<file path="src/rtl/problem_5.sv">
// 8x8 unsigned Wallace-tree multiplier with a registered 16-bit product.
// Define PROBLEM_5_PIPE_EN to register the two tree rows ahead of the final adder (latency 2 instead of 1).
module problem_5 (
    input  logic        clk,
    input  logic        rst,
    input  logic [7:0]  IN1,
    input  logic [7:0]  IN2,
    output logic [15:0] OUT
);

    // Half adder cell: {carry, sum}
    function automatic logic [1:0] ha(input logic a, input logic b);
        logic [1:0] r;
        r = {a & b, a ^ b};
        return r;
    endfunction

    // Full adder cell built from two half adders: {carry, sum}
    function automatic logic [1:0] fa(input logic a, input logic b, input logic c);
        logic [1:0] h1;
        logic [1:0] h2;
        logic [1:0] r;
        h1 = ha(a, b);
        h2 = ha(h1[0], c);
        r  = {h1[1] | h2[1], h2[0]};
        return r;
    endfunction

    // Row-wise 3:2 compressor: returns {carry_row, sum_row}; bit-15 carry drops
    // out because the product never exceeds 16 bits.
    function automatic logic [31:0] csa(input logic [15:0] a, input logic [15:0] b,
                                        input logic [15:0] c);
        logic [15:0] s;
        logic [15:0] cr;
        logic [1:0]  r;
        s  = 16'h0000;
        cr = 16'h0000;
        for (int k = 0; k < 16; k++) begin
            r     = fa(a[k], b[k], c[k]);
            s[k]  = r[0];
            cr[k] = r[1];
        end
        return {cr[14:0], 1'b0, s};
    endfunction

    // Ripple carry-propagate adder; carry out of bit 15 is always zero.
    function automatic logic [15:0] cpa(input logic [15:0] a, input logic [15:0] b);
        logic [15:0] s;
        logic [1:0]  r;
        logic        c;
        s    = 16'h0000;
        r    = ha(a[0], b[0]);
        s[0] = r[0];
        c    = r[1];
        for (int k = 1; k < 16; k++) begin
            r    = fa(a[k], b[k], c);
            s[k] = r[0];
            c    = r[1];
        end
        return s;
    endfunction

    logic [15:0] pp_s [8];
    logic [15:0] l1_s [6];
    logic [15:0] l2_s [4];
    logic [15:0] l3_s [3];
    logic [15:0] row_a_s;
    logic [15:0] row_b_s;
    logic [15:0] cpa_a_s;
    logic [15:0] cpa_b_s;
    logic [15:0] sum_s;

    // Partial-product AND array and the four reduction layers 8->6->4->3->2
    always_comb begin
        for (int i = 0; i < 8; i++) begin
            pp_s[i] = 16'(IN1 & {8{IN2[i]}}) << i;
        end
        {l1_s[1], l1_s[0]} = csa(pp_s[0], pp_s[1], pp_s[2]);
        {l1_s[3], l1_s[2]} = csa(pp_s[3], pp_s[4], pp_s[5]);
        l1_s[4] = pp_s[6];
        l1_s[5] = pp_s[7];
        {l2_s[1], l2_s[0]} = csa(l1_s[0], l1_s[1], l1_s[2]);
        {l2_s[3], l2_s[2]} = csa(l1_s[3], l1_s[4], l1_s[5]);
        {l3_s[1], l3_s[0]} = csa(l2_s[0], l2_s[1], l2_s[2]);
        l3_s[2] = l2_s[3];
        {row_b_s, row_a_s} = csa(l3_s[0], l3_s[1], l3_s[2]);
    end

`ifdef PROBLEM_5_PIPE_EN
    logic [15:0] row_a_r;
    logic [15:0] row_b_r;

    // Pipeline stage holding the two tree rows ahead of the final adder
    always_ff @(posedge clk) begin
        if (rst) begin
            row_a_r <= 16'h0000;
            row_b_r <= 16'h0000;
        end else begin
            row_a_r <= row_a_s;
            row_b_r <= row_b_s;
        end
    end

    // Final adder fed from the registered rows
    always_comb begin
        cpa_a_s = row_a_r;
        cpa_b_s = row_b_r;
        sum_s   = cpa(cpa_a_s, cpa_b_s);
    end
`else
    // Final adder fed straight from the tree
    always_comb begin
        cpa_a_s = row_a_s;
        cpa_b_s = row_b_s;
        sum_s   = cpa(cpa_a_s, cpa_b_s);
    end
`endif

    // Product output register
    always_ff @(posedge clk) begin
        if (rst) begin
            OUT <= 16'h0000;
        end else begin
            OUT <= sum_s;
        end
    end

endmodule

</file>
<file path="config.mk">
export PLATFORM = sky130hd
export DESIGN_NAME = problem_5
export DESIGN_NICKNAME = d
export VERILOG_FILES = /design/src/rtl/problem_5.sv
export SDC_FILE = /design/constraint.sdc
export NUM_CORES = 1
export LEC_CHECK = 0
export ABC_AREA = 1
export BUFFER_PORTS_ARGS = -buffer_cell sky130_fd_sc_hd__buf_2
export CAP_MARGIN = 10
export CORE_MARGIN = 2
export CORE_UTILIZATION = 60
export CTS_BUF_LIST = sky130_fd_sc_hd__clkbuf_8
export DETAILED_ROUTE_END_ITERATION = 10
export GPL_TIMING_DRIVEN = 0
export PLACE_DENSITY = 0.8
export RECOVER_POWER = 100
export SYNTH_ARGS = -nofsm -noshare
export SYNTH_HDL_FRONTEND = slang
export SYNTH_SLANG_ARGS = --single-unit
</file>
<file path="constraint.sdc">
create_clock -name clk -period 13.75 [get_ports clk]
set_clock_uncertainty 0.15 [all_clocks]
set_input_delay 2.75 -clock clk [delete_from_list [all_inputs] [get_ports clk]]
set_output_delay 2.75 -clock clk [all_outputs]
set_load 0.05 [all_outputs]
</file>
==> metrics.md, run 1 <==
| Metric | Value |
|---|---|
| Run status | finished, final reports clean |
| Std cell rows | 21 |
| Number of standard cells after synthesis | 259 |
| Sum of negative setup slack | 0 ns |
| Share of the clock period used by the worst path after layout | 0.655 |
| Crit Path Max Fanout | 8 |
| Worst-case vdd ir drop | 70.3 uV |
| Number of pins with negative max-slew slack in the final report | 0 |
| Number of distinct library cells after synthesis | 10 |
| Final Setup Violations | 0 |
| Slack of the critical path | 4.75 ns |
| Sum of net half-perimeters after detailed placement | 3280 um |
| # H-tree levels | 1 |
| Routed len/inst | 11.8 um |
| Overall global routing resource usage | 0.216 |
| Clock Sink Count | 16 |
| Slew margin rel. | 0.595 |
| Cell area after technology mapping | 2180 um2 |
| Slew of the pin with the lowest slew margin | 0.610 ns |
| Count of buffers added by post-CTS timing repair for setup | 0 |
| Area leader, netlist | sky130_fd_sc_hd__fa_1 |
| Flip-flop and latch area | 320 um2 |
| Delay of the slowest cell on the worst path | 0.51 ns |
| Largest registers | OUT x16 |
| Tmin final | 9.00 ns |
| Hold_ws | 2.54 ns |
| Final estimated routing congestion in global placement | 0.827 |
| Num ports | 34 |
| Total area of multi-input combinational cells | 1460 um2 |
| YS warnings | 0 |
| First-pass iteration count of the detailed router | 4 |
| Synthesized netlist net count | 340 |
| Antenna diodes | 0 |
| Root buffer selected by CTS | sky130_fd_sc_hd__clkbuf_8 |
| Number of vias per cell | 4.76 |
| Overflow left after global routing | 0 |
| Cells taking the most area after synthesis | sky130_fd_sc_hd__fa_1, sky130_fd_sc_hd__dfxtp_1, sky130_fd_sc_hd__inv_1 |
| List of cells traversed by the critical path | clkbuf_1, nand2_1, fa_1, fa_1, fa_1, inv_1, ha_1, ha_1, fa_1, fa_1, fa_1, fa_1, fa_1, fa_1, fa_1, fa_1, fa_1, inv_1, nor2_1 |
| Areal power density over the cells | 131 nW/um2 |
| Data arrival, critical path | 9.04 ns |
| Highest-delay cell along the critical path | sky130_fd_sc_hd__fa_1 |
| Mean cell area of the mapped netlist | 8.41 um2 |
| Area of the core region | 3420 um2 |
| Count of buffers from port buffering | 16 |
| Filler cell count in the final layout | 308 |
| # DRC | 0 |
| Pre-CTS setup slack | 4.58 ns |
| Proportion of synthesized chip area in sequential cells | 0.147 |
| Detailed router's first-iteration violation count | 45 |
| DIE HEIGHT | 64.3 um |
| Maximum achievable frequency | 111 MHz |
| Total die area | 4130 um2 |
| Number of flip-flops and latches in the synthesized netlist | 16 |
| Initial antenna violation count | 0 |
| Largest net degree at the start of global routing | 11 |
| Clock transition time at the flip-flop clock pins of the worst setup and hold paths | 0.06 ns |
| CTS buffer count | 3 |
| Critical path start-end classification | in -> reg |
| CP Launch Type | input port |
| CTS tree | done |
| Hold Buf Count CTS | 0 |
| Leakage | 1.39 nW |
| Commonest cells in the synthesized netlist | sky130_fd_sc_hd__inv_1, sky130_fd_sc_hd__nand2_1, sky130_fd_sc_hd__fa_1 |
| Number of enable-type register cells in the synthesized netlist | 0 |
| Number of global-route vias before repair | 1691 |
| Top cell type's share of synthesized area | 0.432 |
| Dominant cell by count in the synthesized netlist | sky130_fd_sc_hd__inv_1 |
| Min-Delay Path Class | in -> reg |
| Fraction of final layout cells with drive strength greater than 1 | 0.0789 |
| Most frequent CP cell | sky130_fd_sc_hd__fa_1 |
| RSZ-0062 raised after global routing | no |
| Post-synth top flop | sky130_fd_sc_hd__dfxtp_1 |
| Required arrival time at the worst endpoint | 13.78 ns |
| Flip-flop count of the largest register after layout | 16 |
| Final ANT Viol Nets | 0 |
| Initial core utilization | 0.638 |
| Wire length after detailed routing | 3820 um |
| Vias after detailed routing | 1547 |
| Hold Vio Cnt, Final | 0 |
| Wire length of the first global-routing pass | 6870 um |
| Largest register by flop count | OUT |
| Fraction of synthesis flops using an asynchronous set or reset pin | 0 |
| Number of resized instances in the post-cts repair step | 0 |
| Critical Path Sink Type | register |
| Largest buffer count on any clock path | 2 |
| Layout overhead on the synthesized area | 7.87% |
| Final Net Count | 361 |
| MaxCap Viol Count | 0 |
| Die Width | 64.3 um |
==> worst max-delay path: cells and delay by family <==
kind | cells | cell delay [ns]
buffers and inverters | 3 | 0.36
adders and majority gates | 14 | 5.74
and+or+nand+nor | 2 | 0.20
==> routing by layer <==
metal | global-route usage | wire [um] | vias to the layer above
met5 | 0 | 0 | -
met3 | 0.0335 | 144 | 4
met1 | 0.242 | 1410 | 771
met2 | 0.431 | 2240 | 36
li1 | - | - | 736
met4 | 0.0372 | 31 | 0
==> where the power goes <==
| part | internal [mW] | leakage (nW) | switching (mW) |
|---|---|---|---|
| registers | 0.0611 | 0.133 | 0.00320 |
| clock network | 0.0253 | 0.0288 | 0.0143 |
| logic | 0.0668 | 1.22 | 0.136 |
| total | 0.153 | 1.39 | 0.153 |
==> placed cells by master, fill, tap and decap left out, types with 4 or more instances in the layout <==
cell type,netlist,routed
sky130_fd_sc_hd__buf_2,16,15
sky130_fd_sc_hd__clkbuf_1,0,17
sky130_fd_sc_hd__clkbuf_8,0,4
sky130_fd_sc_hd__dfxtp_1,16,16
sky130_fd_sc_hd__fa_1,47,47
sky130_fd_sc_hd__ha_1,16,16
sky130_fd_sc_hd__inv_1,79,79
sky130_fd_sc_hd__nand2_1,66,66
sky130_fd_sc_hd__nor2_1,16,16
==> cell type report <==
| class | count | share of cell area |
|---|---|---|
| tap | 46 | 0.0245 |
| sequential | 16 | 0.136 |
| clock buffer | 4 | 0.0234 |
| inverter | 79 | 0.126 |
| multi-input combinational | 146 | 0.619 |
| buffer | 18 | 0.0447 |
| timing repair buffer | 16 | 0.0256 |
==> stage by stage <==
stage	instance area [um2]	utilization	total power [mW]	cells
after floorplan	2180	-	0.232	259
after global placement	2320	0.678	0.267	321
final	2350	0.688	0.307	325
after global routing	2350	0.688	0.346	325
after detailed placement	2320	0.678	0.275	321
after CTS	2370	0.694	0.316	325
==> kinds of logic after synthesis <==
group,Yosys count,synth area share
adders and majority gates,63,0.524
and+or+nand+nor,83,0.144
DFF,16,0.147
buffers and inverters,97,0.185
==> final timing paths <==
| path | start | endpoint | depth (start not counted) |
|---|---|---|---|
| worst max-delay path | IN1[0] | OUT[14] | 19 |
| worst min-delay path | rst | OUT[13] | 2 |
(Power assumes the default switching activity.)
==> run 2: changes to the inputs <==
--- a/config.mk
+++ b/config.mk
@@ -5,15 +5,15 @@
 export SDC_FILE = /design/constraint.sdc
 export NUM_CORES = 1
 export LEC_CHECK = 0
-export ABC_AREA = 1
+export ABC_AREA = 0
 export BUFFER_PORTS_ARGS = -buffer_cell sky130_fd_sc_hd__buf_2
 export CAP_MARGIN = 10
 export CORE_MARGIN = 2
-export CORE_UTILIZATION = 60
+export CORE_UTILIZATION = 59
 export CTS_BUF_LIST = sky130_fd_sc_hd__clkbuf_8
 export DETAILED_ROUTE_END_ITERATION = 10
 export GPL_TIMING_DRIVEN = 0
-export PLACE_DENSITY = 0.8
+export PLACE_DENSITY = 0.79
 export RECOVER_POWER = 100
 export SYNTH_ARGS = -nofsm -noshare
 export SYNTH_HDL_FRONTEND = slang
==> constraint.sdc (replaced) <==
create_clock -name clk -period 9 [get_ports clk]
set_clock_uncertainty 0.15 [all_clocks]
set_input_delay 1.8 -clock clk [delete_from_list [all_inputs] [get_ports clk]]
set_output_delay 1.8 -clock clk [all_outputs]
set_load 0.05 [all_outputs]
==> run 2 against run 1 <==
  * First-iteration DRC count rose by 67%
  * Routed wire length fell by 3.9%
  * Sequential share of layout area rose by 0.36 points
  * Worst setup slack got worse by 3.9 ns
  * Global-route usage fell by 0.57 points
  * Combinational power rose by 48%
  * Hold slack got worse by 0.81 ns
  * Utilization fell by 0.17 points
  * Die area fell by 4.1%
  * Largest cell class unchanged
==> metrics.md, run 2 <==
| Metric | Value |
|---|---|
| Count of buffers from port buffering | 33 (+17) |
| Number of pins with negative max-slew slack in the final report | 0 (unchanged) |
| Final estimated routing congestion in global placement | 0.794 (-3.9%) |
| Post-Route Utilization | 0.686 (-0.00175) |
| Number of distinct library cells after synthesis | 12 (+2) |
| Fraction of final layout cells with drive strength greater than 1 | 0.102 (+0.0233) |
| Routed len/inst | 13.1 um (+11%) |
| Root buffer selected by CTS | sky130_fd_sc_hd__clkbuf_8 |
| Overflow left after global routing | 0 (unchanged) |
| Wire length of the first global-routing pass | 6500 um (-5.3%) |
| Largest buffer count on any clock path | 2 (unchanged) |
| Hold Vio Cnt, Final | 0 (unchanged) |
| Num ports | 34 (unchanged) |
| List of cells traversed by the critical path | clkbuf_1, nand2_1, fa_1, fa_1, fa_1, inv_1, ha_1, ha_1, fa_1, fa_1, fa_1, fa_1, fa_1, fa_1, fa_1, fa_1, fa_1, xnor2_1, nor2_1 |
| Beginning of the critical path | IN1[0] |
| Pre-CTS setup slack | 0.663 ns (-3.92 ns) |
| # H-tree levels | 1 (unchanged) |
| Antenna diodes | 0 (unchanged) |
| Worst-case vdd ir drop | 135 uV (+92%) |
| Run status | finished, final reports clean |
| Areal power density over the cells | 201 nW/um2 (+54%) |
| MaxCap Viol Count | 0 (unchanged) |
| CP top delay family | adder cells |
| Most frequent CP cell | sky130_fd_sc_hd__fa_1 |
| Count of buffers added by post-CTS timing repair for setup | 0 (unchanged) |
| Slew margin rel. | 0.607 (+0.0120) |
| Final Setup Violations | 0 (unchanged) |
| Post-synth top flop | sky130_fd_sc_hd__dfxtp_1 |
| Vias after detailed routing | 1406 (-9.1%) |
| Sum of negative setup slack | 0 ns (unchanged) |
| Slew of the pin with the lowest slew margin | 0.592 ns (-0.0181 ns) |
| Number of flip-flops and latches in the synthesized netlist | 16 (unchanged) |
| Layout overhead on the synthesized area | 11.8% |
| CTS tree | done |
| Dominant cell by count in the synthesized netlist | sky130_fd_sc_hd__fa_1 |
| CTS buffer count | 3 (unchanged) |
| Tmin final | 8.18 ns |
| Flip-flop count of the largest register after layout | 16 (unchanged) |
| Clock transition time at the flip-flop clock pins of the worst setup and hold paths | 0.06 ns (about the same) |
| Required arrival time at the worst endpoint | 8.97 ns (-4.81 ns) |
| Critical path start-end classification | in -> reg |
| DIE HEIGHT | 62.9 um (-2.1%) |
| Sum of net half-perimeters after detailed placement | 3130 um (-4.7%) |
| Destination of the critical timing path | OUT[15] |
| Wire length after detailed routing | 3670 um (-3.9%) |
| Largest register by flop count | OUT |
| # DRC | 0 (unchanged) |
| Cell area after technology mapping | 2050 um2 (-6.0%) |
| Leading cell types in the layout, fill and taps excluded | sky130_fd_sc_hd__fa_1, sky130_fd_sc_hd__nand2_1, sky130_fd_sc_hd__inv_1, sky130_fd_sc_hd__and2_1, sky130_fd_sc_hd__clkbuf_1 |
| Leakage | 1.13 nW (-19%) |
| Crit Path Max Fanout | 8 (unchanged) |
| Top cell type's share of synthesized area | 0.459 (+0.0274) |
| Power Total | 0.460 mW (+50%) |
| Hold Buf Count CTS | 0 (unchanged) |
| Fraction of synthesis flops using an asynchronous set or reset pin | 0 (unchanged) |
| Crit path buf inv count | 2 (-1) |
| Die Width | 62.9 um (-2.1%) |
| Maximum achievable frequency | 122 MHz |
| Critical Path Sink Type | register |
| Synthesized netlist net count | 279 (-18%) |
| YS warnings | 0 (unchanged) |
| Number of vias per cell | 5.00 (+5.1%) |
| Largest net degree at the start of global routing | 11 (unchanged) |
| Min-Delay Path Class | in -> reg |
| Critical path depth in cells | 19 (unchanged) |
| Number of global-route vias before repair | 1583 (-6.4%) |
| Commonest cells in the synthesized netlist | sky130_fd_sc_hd__fa_1, sky130_fd_sc_hd__inv_1, sky130_fd_sc_hd__nand2_1 |
| First-pass iteration count of the detailed router | 4 (unchanged) |
| Share of the clock period used by the worst path after layout | 0.909 |
| Area leader, netlist | sky130_fd_sc_hd__fa_1 |
| Hold_ws | 1.73 ns (-0.812 ns) |
| Overall global routing resource usage | 0.211 (-0.00572) |
| Detailed router's first-iteration violation count | 75 (+67%) |
| CP Launch Type | input port |
| Number of resized instances in the post-cts repair step | 0 (unchanged) |
| Std cell rows | 21 (unchanged) |
| Initial antenna violation count | 0 (unchanged) |
| Final ANT Viol Nets | 0 (unchanged) |
| Mean cell area of the mapped netlist | 10.3 um2 (+23%) |
| Cells taking the most area after synthesis | sky130_fd_sc_hd__fa_1, sky130_fd_sc_hd__dfxtp_1, sky130_fd_sc_hd__ha_1 |
| Slack of the critical path | 0.818 ns (-3.93 ns) |
| Initial core utilization | 0.614 (-0.0239) |
| Most common library cell in the layout ignoring fill and taps | sky130_fd_sc_hd__fa_1 |
| Clock Sink Count | 16 (unchanged) |
| RSZ-0062 raised after global routing | no |
| Number of enable-type register cells in the synthesized netlist | 0 (unchanged) |
| Number of standard cells after synthesis | 198 (-24%) |
| Data arrival, critical path | 8.15 ns (-0.89 ns) |
| Area of the core region | 3340 um2 (-2.3%) |
| Highest-delay cell along the critical path | sky130_fd_sc_hd__fa_1 |
| Delay of the slowest cell on the worst path | 0.51 ns (about the same) |
| Proportion of synthesized chip area in sequential cells | 0.156 (+0.00934) |
| Total die area | 3960 um2 (-4.1%) |
| Final Net Count | 317 (-12%) |
| Largest registers | OUT x16 |
[run 2: changes by cell type after synthesis, sizes merged]
cell / before / now
and2: 0 / 27
and2b: 0 / 6
buf: 18 / 1
inv: 79 / 37
nand2: 66 / 37
nor2: 17 / 2
nor2b: 0 / 8
xnor2: 0 / 1
[run 2: final cells by class]
cell class | instances | area, um2
sequential | 16 | 320
multi-input combinational | 144 | 1570
fill | 313 | 1050
inverter | 37 | 139
timing repair buffer | 33 | 144
tap | 46 | 57.6
clock buffer | 4 | 55.1
buffer | 1 | 3.75
[run 2: routing by layer]
layer,vias to the layer above,global-route usage,share of wire
met5,-,0,0
met1,724,0.240,0.36
met3,8,0.0288,0.033
met2,28,0.407,0.59
li1,646,-,-
met4,0,0.0556,0.015
[run 2: logic make-up after synthesis]
logic type	count (synthesis)	synth area share
and+or+nand+nor	80	0.209
adders and majority gates	63	0.557
buffers and inverters	38	0.0733
DFF	16	0.156
xor gates and xnor gates	1	0.00428
[run 2: how the worst min path moves through the flow]
stage	from	end	slack (ns)	cells after the start
2_1_floorplan	IN2[0]	OUT[0]	1.76	2
3_3_place_gp	IN1[0]	OUT[0]	1.97	3
5_1_grt	IN2[0]	OUT[0]	1.73	3
3_5_place_dp	IN1[0]	OUT[0]	1.98	3
4_1_cts	IN1[0]	OUT[0]	1.72	3
6_report	IN2[0]	OUT[0]	1.73	3
[run 2: report_power, final]
part           total (mW)  switching, mW  leakage [nW]  internal, mW
Sequential         0.0985        0.00507         0.133        0.0934
Clock              0.0611         0.0224        0.0288        0.0388
Combinational       0.300          0.192         0.964         0.108
[run 2: through the flow]
step	instances	instance area (um2)
2_1_floorplan	198	2050
3_3_place_gp	277	2270
5_1_grt	281	2290
6_report	281	2290
3_5_place_dp	277	2270
4_1_cts	281	2330
==> run 3: changes to the inputs <==
--- a/config.mk
+++ b/config.mk
@@ -5,7 +5,7 @@
 export SDC_FILE = /design/constraint.sdc
 export NUM_CORES = 1
 export LEC_CHECK = 0
-export ABC_AREA = 0
+export ABC_AREA = 1
 export BUFFER_PORTS_ARGS = -buffer_cell sky130_fd_sc_hd__buf_2
 export CAP_MARGIN = 10
 export CORE_MARGIN = 2
==> run 3 against run 2 <==
  * Final area increased by 2.7%
  * Clock-buffer cell count unchanged
  * Sequential share of layout area decreased by 0.37 points
==> metrics.md, run 3 (synthesized netlist as in run 1, its figures left out) <==
| Metric | Value |
|---|---|
| Largest register by flop count | OUT |
| Required arrival time at the worst endpoint | 9.03 ns (+0.06 ns) |
| Placed cells | 323 (+17%) |
| Overflow left after global routing | 0 (unchanged) |
| Total die area | 4190 um2 (+5.9%) |
| Sum of net half-perimeters after detailed placement | 3120 um (-0.47%) |
| Fraction of final layout cells with drive strength greater than 1 | 0.0789 (-0.0233) |
| Clock transition time at the flip-flop clock pins of the worst setup and hold paths | 0.06 ns (about the same) |
| Leading cell types in the layout, fill and taps excluded | sky130_fd_sc_hd__inv_1, sky130_fd_sc_hd__nand2_1, sky130_fd_sc_hd__fa_1, sky130_fd_sc_hd__clkbuf_1 |
| Flip-flop count of the largest register after layout | 16 (unchanged) |
| Final ANT Viol Nets | 0 (unchanged) |
| Count of buffers added by post-CTS timing repair for setup | 0 (unchanged) |
| Slew margin rel. | 0.601 (-0.00630) |
| Crit Path Max Fanout | 8 (unchanged) |
| Tmin final | 8.15 ns (-0.0338 ns) |
| Leakage | 1.39 nW (+23%) |
| Share of the clock period used by the worst path after layout | 0.905 (-0.00376) |
| Vias after detailed routing | 1526 (+8.5%) |
| Largest buffer count on any clock path | 2 (unchanged) |
| DIE HEIGHT | 64.8 um (+2.9%) |
| MaxCap Viol Count | 0 (unchanged) |
| List of cells traversed by the critical path | clkbuf_1, nand2_1, fa_1, fa_1, fa_1, inv_1, ha_1, ha_1, fa_1, fa_1, fa_1, fa_1, fa_1, fa_1, fa_1, fa_1, fa_1, nand2_1, nand2_1, nor2_1 |
| Root buffer selected by CTS | sky130_fd_sc_hd__clkbuf_8 |
| Count of buffers from port buffering | 16 (-52%) |
| Final Setup Violations | 0 (unchanged) |
| Final estimated routing congestion in global placement | 0.817 (+2.9%) |
| RSZ-0062 raised after global routing | no |
| Wire length after detailed routing | 3660 um (-0.30%) |
| Critical Path Sink Type | register |
| Detailed router's first-iteration violation count | 53 (-29%) |
| # H-tree levels | 1 (unchanged) |
| Worst-case vdd ir drop | 153 uV (+14%) |
| Maximum achievable frequency | 123 MHz (+0.42%) |
| Min-Delay Path Class | in -> reg |
| Delay of the slowest cell on the worst path | 0.51 ns (about the same) |
| Hold path start | rst |
| Slew of the pin with the lowest slew margin | 0.601 ns (+0.00949 ns) |
| Hold Vio Cnt, Final | 0 (unchanged) |
| Num ports | 34 (unchanged) |
| Largest net degree at the start of global routing | 11 (unchanged) |
| First-pass iteration count of the detailed router | 4 (unchanged) |
| Overall global routing resource usage | 0.208 (-0.00235) |
| Run status | finished, final reports clean |
| Final Net Count | 361 (+14%) |
| Die Width | 64.8 um (+2.9%) |
| Most frequent CP cell | sky130_fd_sc_hd__fa_1 |
| Routed len/inst | 11.2 um (-14%) |
| Highest-delay cell along the critical path | sky130_fd_sc_hd__fa_1 |
| Layout overhead on the synthesized area | 7.98% |
| Cell depth of the worst hold path | 2 (-1) |
| CP Launch Type | input port |
| Area of the core region | 3610 um2 (+8.1%) |
| Hold_ws | 1.59 ns (-0.135 ns) |
| Number of cells in the finished layout apart from fillers | 327 (+16%) |
| Wire length of the first global-routing pass | 6760 um (+3.9%) |
| Hold Buf Count CTS | 0 (unchanged) |
| Number of global-route vias before repair | 1612 (+1.8%) |
| Std cell rows | 22 (+4.8%) |
| CTS buffer count | 3 (unchanged) |
| Initial core utilization | 0.604 (-0.00970) |
| Sum of negative setup slack | 0 ns (unchanged) |
| CTS tree | done |
| Antenna diodes | 0 (unchanged) |
| Clock Sink Count | 16 (unchanged) |
| Number of resized instances in the post-cts repair step | 0 (unchanged) |
| Largest registers | OUT x16 |
| Number of vias per cell | 4.67 (-6.7%) |
| # DRC | 0 (unchanged) |
| Most common library cell in the layout ignoring fill and taps | sky130_fd_sc_hd__inv_1 |
| Critical path start-end classification | in -> reg |
| Beginning of the critical path | IN1[0] |
| Data arrival, critical path | 8.18 ns (+0.03 ns) |
| Areal power density over the cells | 199 nW/um2 (-0.69%) |
| Filler cell count in the final layout | 324 (+3.5%) |
| Initial antenna violation count | 0 (unchanged) |
| Number of pins with negative max-slew slack in the final report | 0 (unchanged) |
## run 3: metrics by stage
stage	setup slack, ns	utilization	total power, mW	area [um2]
floorplan	0.990	-	0.354	2180
global placement	0.815	0.643	0.412	2320
detailed placement	0.694	0.643	0.420	2320
CTS	0.948	0.658	0.482	2370
global route	0.542	0.652	0.530	2350
finish	0.852	0.652	0.469	2350
## run 3: worst max-delay path, delay by kind of cell
| kind | cells | cell delay (ns) |
|---|---|---|
| buffers and inverters | 2 | 0.32 |
| adder cells (fa/ha/maj) | 14 | 5.69 |
| AND/OR/NAND/NOR | 4 | 0.33 |
## run 3: report_power, final
group | leakage (nW) | total (mW) | switching (mW) | internal, mW
combinational | 1.22 | 0.310 | 0.207 | 0.103
sequential | 0.133 | 0.0985 | 0.00506 | 0.0934
clock | 0.0288 | 0.0605 | 0.0218 | 0.0387
total | 1.39 | 0.469 | 0.234 | 0.235
## run 3: worst paths after layout
check / to / slack [ns]
hold / removal: OUT[10] / 1.59
setup / recovery: OUT[15] / 0.85
## run 3: layout make-up
class / instances / area (um2) / area share
buffer: 18 / 105 / 0.0447
clock buffer: 4 / 55.1 / 0.0234
inverter: 79 / 297 / 0.126
multi-input combinational: 146 / 1460 / 0.619
sequential: 16 / 320 / 0.136
tap: 48 / 60.1 / 0.0255
timing repair buffer: 16 / 60.1 / 0.0255
## run 3: layer usage
metal,share of wire,wire length (um),GRT usage,vias up
li1,-,-,-,736
met1,0.41,1490,0.251,761
met2,0.55,2030,0.403,25
met3,0.028,101,0.0313,4
met4,0.012,43,0.0186,0
met5,0,0,0,-
